===== src/rtl/ann_neuron_reduce.sv =====
// Reduces LANES MAC partial sums plus a bias with one shared adder, saturates, and applies a piecewise-linear sigmoid.
// Optional ANN_REDUCE_BYPASS_EN adds iAct_bypass, which returns the saturated sum instead of the activation.
module ann_neuron_reduce #(
  parameter int LANES  = 20,
  parameter int DATA_W = 32
) (
  input  logic                    iClk,
  input  logic                    iReset,
  input  logic                    iStart,
  input  logic [LANES*DATA_W-1:0] iData_in,
  input  logic [DATA_W-1:0]       iBias,
  input  logic [LANES-1:0]        iLane_mask,
`ifdef ANN_REDUCE_BYPASS_EN
  input  logic                    iAct_bypass,
`endif
  output logic [DATA_W-1:0]       oResult,
  output logic                    oValid,
  output logic                    oBusy,
  output logic                    oDrop,
  output logic [1:0]              oDbg_state
);

  localparam int CNT_W = (LANES > 1) ? $clog2(LANES) : 1;
  localparam int ACC_W = DATA_W + $clog2(LANES) + 1;
  localparam logic [CNT_W-1:0] LAST_LANE = CNT_W'(LANES - 1);

  localparam logic [ACC_W-1:0] SAT_MAX = {{(ACC_W-DATA_W+1){1'b0}}, {(DATA_W-1){1'b1}}};
  localparam logic [ACC_W-1:0] SAT_MIN = {{(ACC_W-DATA_W+1){1'b1}}, {(DATA_W-1){1'b0}}};

  // Breakpoints on |x| (Q16.16, one extra bit so |min| fits) and segment offsets.
  localparam logic [DATA_W:0]   A_HI  = (DATA_W+1)'('h0005_0000);
  localparam logic [DATA_W:0]   A_MID = (DATA_W+1)'('h0002_6000);
  localparam logic [DATA_W:0]   A_LO  = (DATA_W+1)'('h0001_0000);
  localparam logic [DATA_W-1:0] Y_ONE = DATA_W'('h0001_0000);
  localparam logic [DATA_W-1:0] Y_HI  = DATA_W'('h0000_D800);
  localparam logic [DATA_W-1:0] Y_MID = DATA_W'('h0000_A000);
  localparam logic [DATA_W-1:0] Y_LO  = DATA_W'('h0000_8000);

  typedef enum logic [1:0] {IDLE, ACCUM, SAT, ACT} state_t;

  state_t                  r_state;
  logic [CNT_W-1:0]        r_cnt;
  logic [LANES*DATA_W-1:0] r_lanes;
  logic [LANES-1:0]        r_mask;
  logic [ACC_W-1:0]        r_acc;
  logic [DATA_W-1:0]       r_x;
  logic [DATA_W-1:0]       r_result;
  logic                    r_valid;
  logic                    r_drop;
`ifdef ANN_REDUCE_BYPASS_EN
  logic                    r_bypass;
`endif

  logic [DATA_W-1:0] w_lane;
  logic [ACC_W-1:0]  w_addend;
  logic [ACC_W-1:0]  w_bias_ext;
  logic [DATA_W-1:0] w_x;
  logic              w_neg;
  logic [DATA_W:0]   w_a;
  logic [DATA_W-1:0] w_y;
  logic [DATA_W-1:0] w_act;

  // Lanes shift down one slot per ACCUM cycle, so lane[counter] is always the low word.
  assign w_lane     = r_lanes[DATA_W-1:0];
  assign w_addend   = r_mask[0] ? {{(ACC_W-DATA_W){w_lane[DATA_W-1]}}, w_lane} : '0;
  assign w_bias_ext = {{(ACC_W-DATA_W){iBias[DATA_W-1]}}, iBias};

  always_comb begin
    w_x = r_acc[DATA_W-1:0];
    if ($signed(r_acc) > $signed(SAT_MAX)) begin
      w_x = {1'b0, {(DATA_W-1){1'b1}}};
    end else if ($signed(r_acc) < $signed(SAT_MIN)) begin
      w_x = {1'b1, {(DATA_W-1){1'b0}}};
    end
  end

  assign w_neg = r_x[DATA_W-1];
  assign w_a   = w_neg ? ((DATA_W+1)'(0) - {r_x[DATA_W-1], r_x}) : {1'b0, r_x};

  always_comb begin
    if (w_a >= A_HI) begin
      w_y = Y_ONE;
    end else if (w_a >= A_MID) begin
      w_y = DATA_W'(w_a >> 5) + Y_HI;
    end else if (w_a >= A_LO) begin
      w_y = DATA_W'(w_a >> 3) + Y_MID;
    end else begin
      w_y = DATA_W'(w_a >> 2) + Y_LO;
    end
  end

  assign w_act = w_neg ? (Y_ONE - w_y) : w_y;

  always_ff @(posedge iClk) begin
    if (iReset) begin
      r_state  <= IDLE;
      r_cnt    <= '0;
      r_lanes  <= '0;
      r_mask   <= '0;
      r_acc    <= '0;
      r_x      <= '0;
      r_result <= '0;
      r_valid  <= 1'b0;
      r_drop   <= 1'b0;
`ifdef ANN_REDUCE_BYPASS_EN
      r_bypass <= 1'b0;
`endif
    end else begin
      r_valid <= 1'b0;
      r_drop  <= iStart && (r_state != IDLE);
      case (r_state)
        IDLE: begin
          if (iStart) begin
            r_lanes  <= iData_in;
            r_mask   <= iLane_mask;
            r_acc    <= w_bias_ext;
            r_cnt    <= '0;
`ifdef ANN_REDUCE_BYPASS_EN
            r_bypass <= iAct_bypass;
`endif
            r_state  <= ACCUM;
          end
        end
        ACCUM: begin
          r_acc   <= r_acc + w_addend;
          r_lanes <= r_lanes >> DATA_W;
          r_mask  <= r_mask >> 1;
          r_cnt   <= r_cnt + 1'b1;
          if (r_cnt == LAST_LANE) begin
            r_state <= SAT;
          end
        end
        SAT: begin
          r_x     <= w_x;
          r_state <= ACT;
        end
        ACT: begin
`ifdef ANN_REDUCE_BYPASS_EN
          r_result <= r_bypass ? r_x : w_act;
`else
          r_result <= w_act;
`endif
          r_valid  <= 1'b1;
          r_state  <= IDLE;
        end
        default: r_state <= IDLE;
      endcase
    end
  end

  assign oResult    = r_result;
  assign oValid     = r_valid;
  assign oBusy      = (r_state != IDLE);
  assign oDrop      = r_drop;
  assign oDbg_state = r_state;

endmodule


===== config.mk =====
export PLATFORM = sky130hd
export DESIGN_NAME = ann_neuron_reduce
export DESIGN_NICKNAME = d
export VERILOG_FILES = /design/src/rtl/ann_neuron_reduce.sv
export SDC_FILE = /design/constraint.sdc
export NUM_CORES = 2
export LEC_CHECK = 0
export CORE_MARGIN = 2
export CORE_UTILIZATION = 27
export CTS_BUF_LIST = sky130_fd_sc_hd__clkbuf_8
export DETAILED_ROUTE_END_ITERATION = 6
export REMOVE_ABC_BUFFERS = 1
export SYNTH_ARGS = -nofsm -noshare
export SYNTH_HDL_FRONTEND = slang
export SYNTH_SLANG_ARGS = --single-unit

===== constraint.sdc =====
create_clock -name iClk -period 6.9 [get_ports iClk]
set_input_delay 0.69 -clock iClk [delete_from_list [all_inputs] [get_ports iClk]]
set_output_delay 0.69 -clock iClk [all_outputs]
set_load 0.1 [all_outputs]

==> run summary <==
Core ar. = 135000 um2
Gate Count Post-Synth = 4043
Commonest cells after routing, fill and taps aside = nor2_1 (799), dfxtp_1 (770), clkdlybuf4s50_1 (730)
Final setup viols = 0
Total congestion overflow = 0
Cts hold-fix bufs = 0
RR Endpoint = oResult[30]
Initial antenna violation count = 47
Site Rows = 135
Hold Path Class = primary input to register
Seq/Total Area, Yosys = 42.1%
Crit-path cells = or4_1 -> or4_4 -> o31ai_1 -> xor2_1 -> ha_1 -> nand4_1 -> a2111oi_1 -> buf_4 -> nand4_1 -> buf_4 -> a21oi_1 -> a21oi_1 -> o221ai_1 -> ha_1 -> o21ai_0 -> a31oi_1 -> a32oi_1 -> a21oi_1 -> a21oi_1 -> a21o_1
Post-synth EDFFs = 0
Max-slew violations = 0
Post-DP Area = 45400 um2
DIE HEIGHT = 372 um
Internal power = 13300 uW
Via count = 31500
Static leakage = 0.0181 uW
Final Hold Violating Endpoints = 0
Fraction of registers with async set/reset = 0%
Hold path start = iReset
Synth cell types = 80
CTS tree = done
Netlist Area Pre-Place = 36600 um2
FF+latch count, synth = 771
Clk_skew = 45.7 ps
Top cell type's share of synthesized area = 42.1%
IO Pins = 732
Number of I/O port buffers = 731
P per Cell Area = 484 nW/um2
Clk pwr share = 18.6%
R2R cell count = 20
Sw power = 10100 uW
Clk buf depth = 3
CP Launch Type = register
Kind of critical path = register to register
Crit end category = register
Post-synth top area cell = dfxtp_1
Mean area per synthesized cell = 9.06 um2
Post-route insts no fill = 6526
Die Width = 372 um
Share of cells above drive strength 1 = 5.95%
Combinational share of power = 49.0%
Pin count of the biggest net entering global routing = 225
Htree depth = 4
First-pass GRT wire length = 176 mm
Post_cts resized = 0
WL/cell = 18.1 um
Total Neg Setup Slack = 0 ps
Fin crit share = 89.0%
Worst Path Arrival = 6870 ps
Fill cells = 14000
Worst-path fanout max = 13
P&R area growth vs syn = 31.7%
Setup Buffers After CTS = 0
Final #Nets = 5360
Inst Count DP = 6246
Worst Hold Path Cells = 2
Commonest non-fill, non-tap cell in the layout = nor2_1
R2r startpoint = r_x[4]
Minimum clock period = 6140 ps
Most used cell, CP = a21oi_1
Post-layout instance area = 48300 um2
Status = complete, no violations
Max-capacitance violation count = 0
CTS Root Cell = clkbuf_8
Worst slew pin tran = 1080 ps
DR vias/cell = 4.83
RSZ-0062 raised after global routing = no
Initial drt markers = 1762
Top FF cell, synth = dfxtp_1
Starting Density = 27.1%
Sequential Power Share = 32.4%
Total GRT Usage = 16.3%
CTS Buf Count = 145
HPWL Detailed = 83.2 mm
Peak VDD IR = 0.317 mV
Relative slew slack = 28.0%
Die area = 139000 um2
Routability Congestion = 0.834
Hold Path End = r_acc[7]
Reg-to-reg slack, setup = 760 ps
Crit path max-delay cell type = or4_1
1st-pass router iterations = 5
Fmax = 163 MHz
Clock sink count = 771
Max incr delay on CP = 790 ps
Area contributors post-synth = dfxtp_1 (42%), mux2i_1 (18%), a211oi_1 (13%)
Clk slew on worst S/H paths = 60 ps
Sw Share = 43.2%
CP required = 7620 ps
DRC = 0
Post-DRT Antenna Nets = 0
Routed wire length = 118 mm
Yosys warnings = 0
Clk Latency, worst-skew pair = 860 ps
Vias in the first global route = 29900
## layer usage
layer  up-vias  routed length (um)  track usage (%)
li1      16100                   -                -
met1     14400               50900             19.8
met2       714               55600             26.9
met3       217                8580             5.89
met4        48                2570             5.04
met5         -                 296                0
## how the worst max path moves through the flow
stage	start	end	slack [ps]	depth (start not counted)
6_report	r_x[4]	oResult[30]	760	20
3_3_place_gp	r_x[4]	oResult[20]	880	20
5_1_grt	r_x[4]	oResult[8]	220	19
2_1_floorplan	oDbg_state[0]	r_acc[14]	-37860	5
4_1_cts	r_x[4]	oResult[30]	810	20
3_5_place_dp	r_x[4]	oResult[22]	840	20
## state kept, by name (all words and copies together), names as in the netlist
signal / flops
oValid: 1
oDbg_state: 2
r_acc: 38
r_mask: 20
oDrop: 1
oResult: 32
r_cnt: 5
r_lanes: 640
r_x: 32
## Yosys cell counts, drive strengths merged, types with 4 or more instances
| library cell | number |
|---|---|
| nor3b | 4 |
| o221ai | 5 |
| nand4 | 11 |
| ha | 52 |
| nand2 | 63 |
| and4 | 6 |
| nor2 | 799 |
| nand3 | 28 |
| a222oi | 4 |
| o21ai | 49 |
| a21o | 34 |
| xnor2 | 30 |
| o21bai | 5 |
| a21boi | 4 |
| or4 | 10 |
| a32o | 4 |
| dfxtp | 771 |
| inv | 26 |
| a21oi | 113 |
| o31ai | 15 |
| a31oi | 12 |
| or3 | 18 |
| a22oi | 35 |
| a2111oi | 6 |
| o211ai | 11 |
| and3 | 7 |
| o41ai | 5 |
| or2 | 6 |
| o211a | 4 |
| buf | 23 |
| o21a | 10 |
| clkbuf | 339 |
| mux2i | 644 |
| mux2 | 4 |
| nor2b | 10 |
| o2111ai | 4 |
| nand2b | 10 |
| and2 | 38 |
| nor4 | 9 |
| a211oi | 659 |
| nor3 | 73 |
| xor2 | 30 |
## kinds of logic after synthesis
kind of cell,after synthesis,synth area share (%)
muxes,648,17.7
and+or+nand+nor,1106,12.9
DFF,771,42.1
adders and majority gates,53,1.83
xor gates and xnor gates,60,1.43
buffers and inverters,390,4.03
AOI/OAI and AO/OA,1015,20.0
## per-stage QoR
stage | hold slack (ps) | total power [uW] | util (%) | setup WS (ps)
floorplan | 443 | 14200 | - | -37860
global placement | 434 | 18900 | 33.6 | 880
detailed placement | 444 | 19100 | 33.6 | 841
CTS | 181 | 23600 | 35.7 | 810
global route | 228 | 25300 | 35.7 | 222
finish | 315 | 23400 | 35.7 | 757
## power by group through the flow
stage	sequential [uW]	combinational [uW]	clock, uW
global route	7820	12800	4750
detailed placement	7660	11500	0
CTS	7580	11500	4540
floorplan	6360	7860	0
global placement	7590	11300	0
finish	7570	11400	4360
## cell type report
class | instances | area [um2] | area share, %
clock buffer | 171 | 2350 | 4.87
multi-input combinational | 2882 | 19800 | 41.0
tap | 1781 | 2230 | 4.62
clock inverter | 84 | 462 | 0.956
antenna | 25 | 62.6 | 0.130
timing repair buffer | 784 | 7850 | 16.2
sequential | 771 | 15400 | 32.0
inverter | 28 | 105 | 0.218
## critical path: cells and delay by family (launching register included)
| family | cells | cell delay (ps) |
|---|---|---|
| buf+inv | 2 | 380 |
| simple gates | 4 | 1630 |
| xor+xnor | 1 | 500 |
| fa+ha+maj | 2 | 540 |
| flops | 1 | 380 |
| compound gates | 11 | 2570 |
Note: power is estimated with default switching activity, not from simulation.
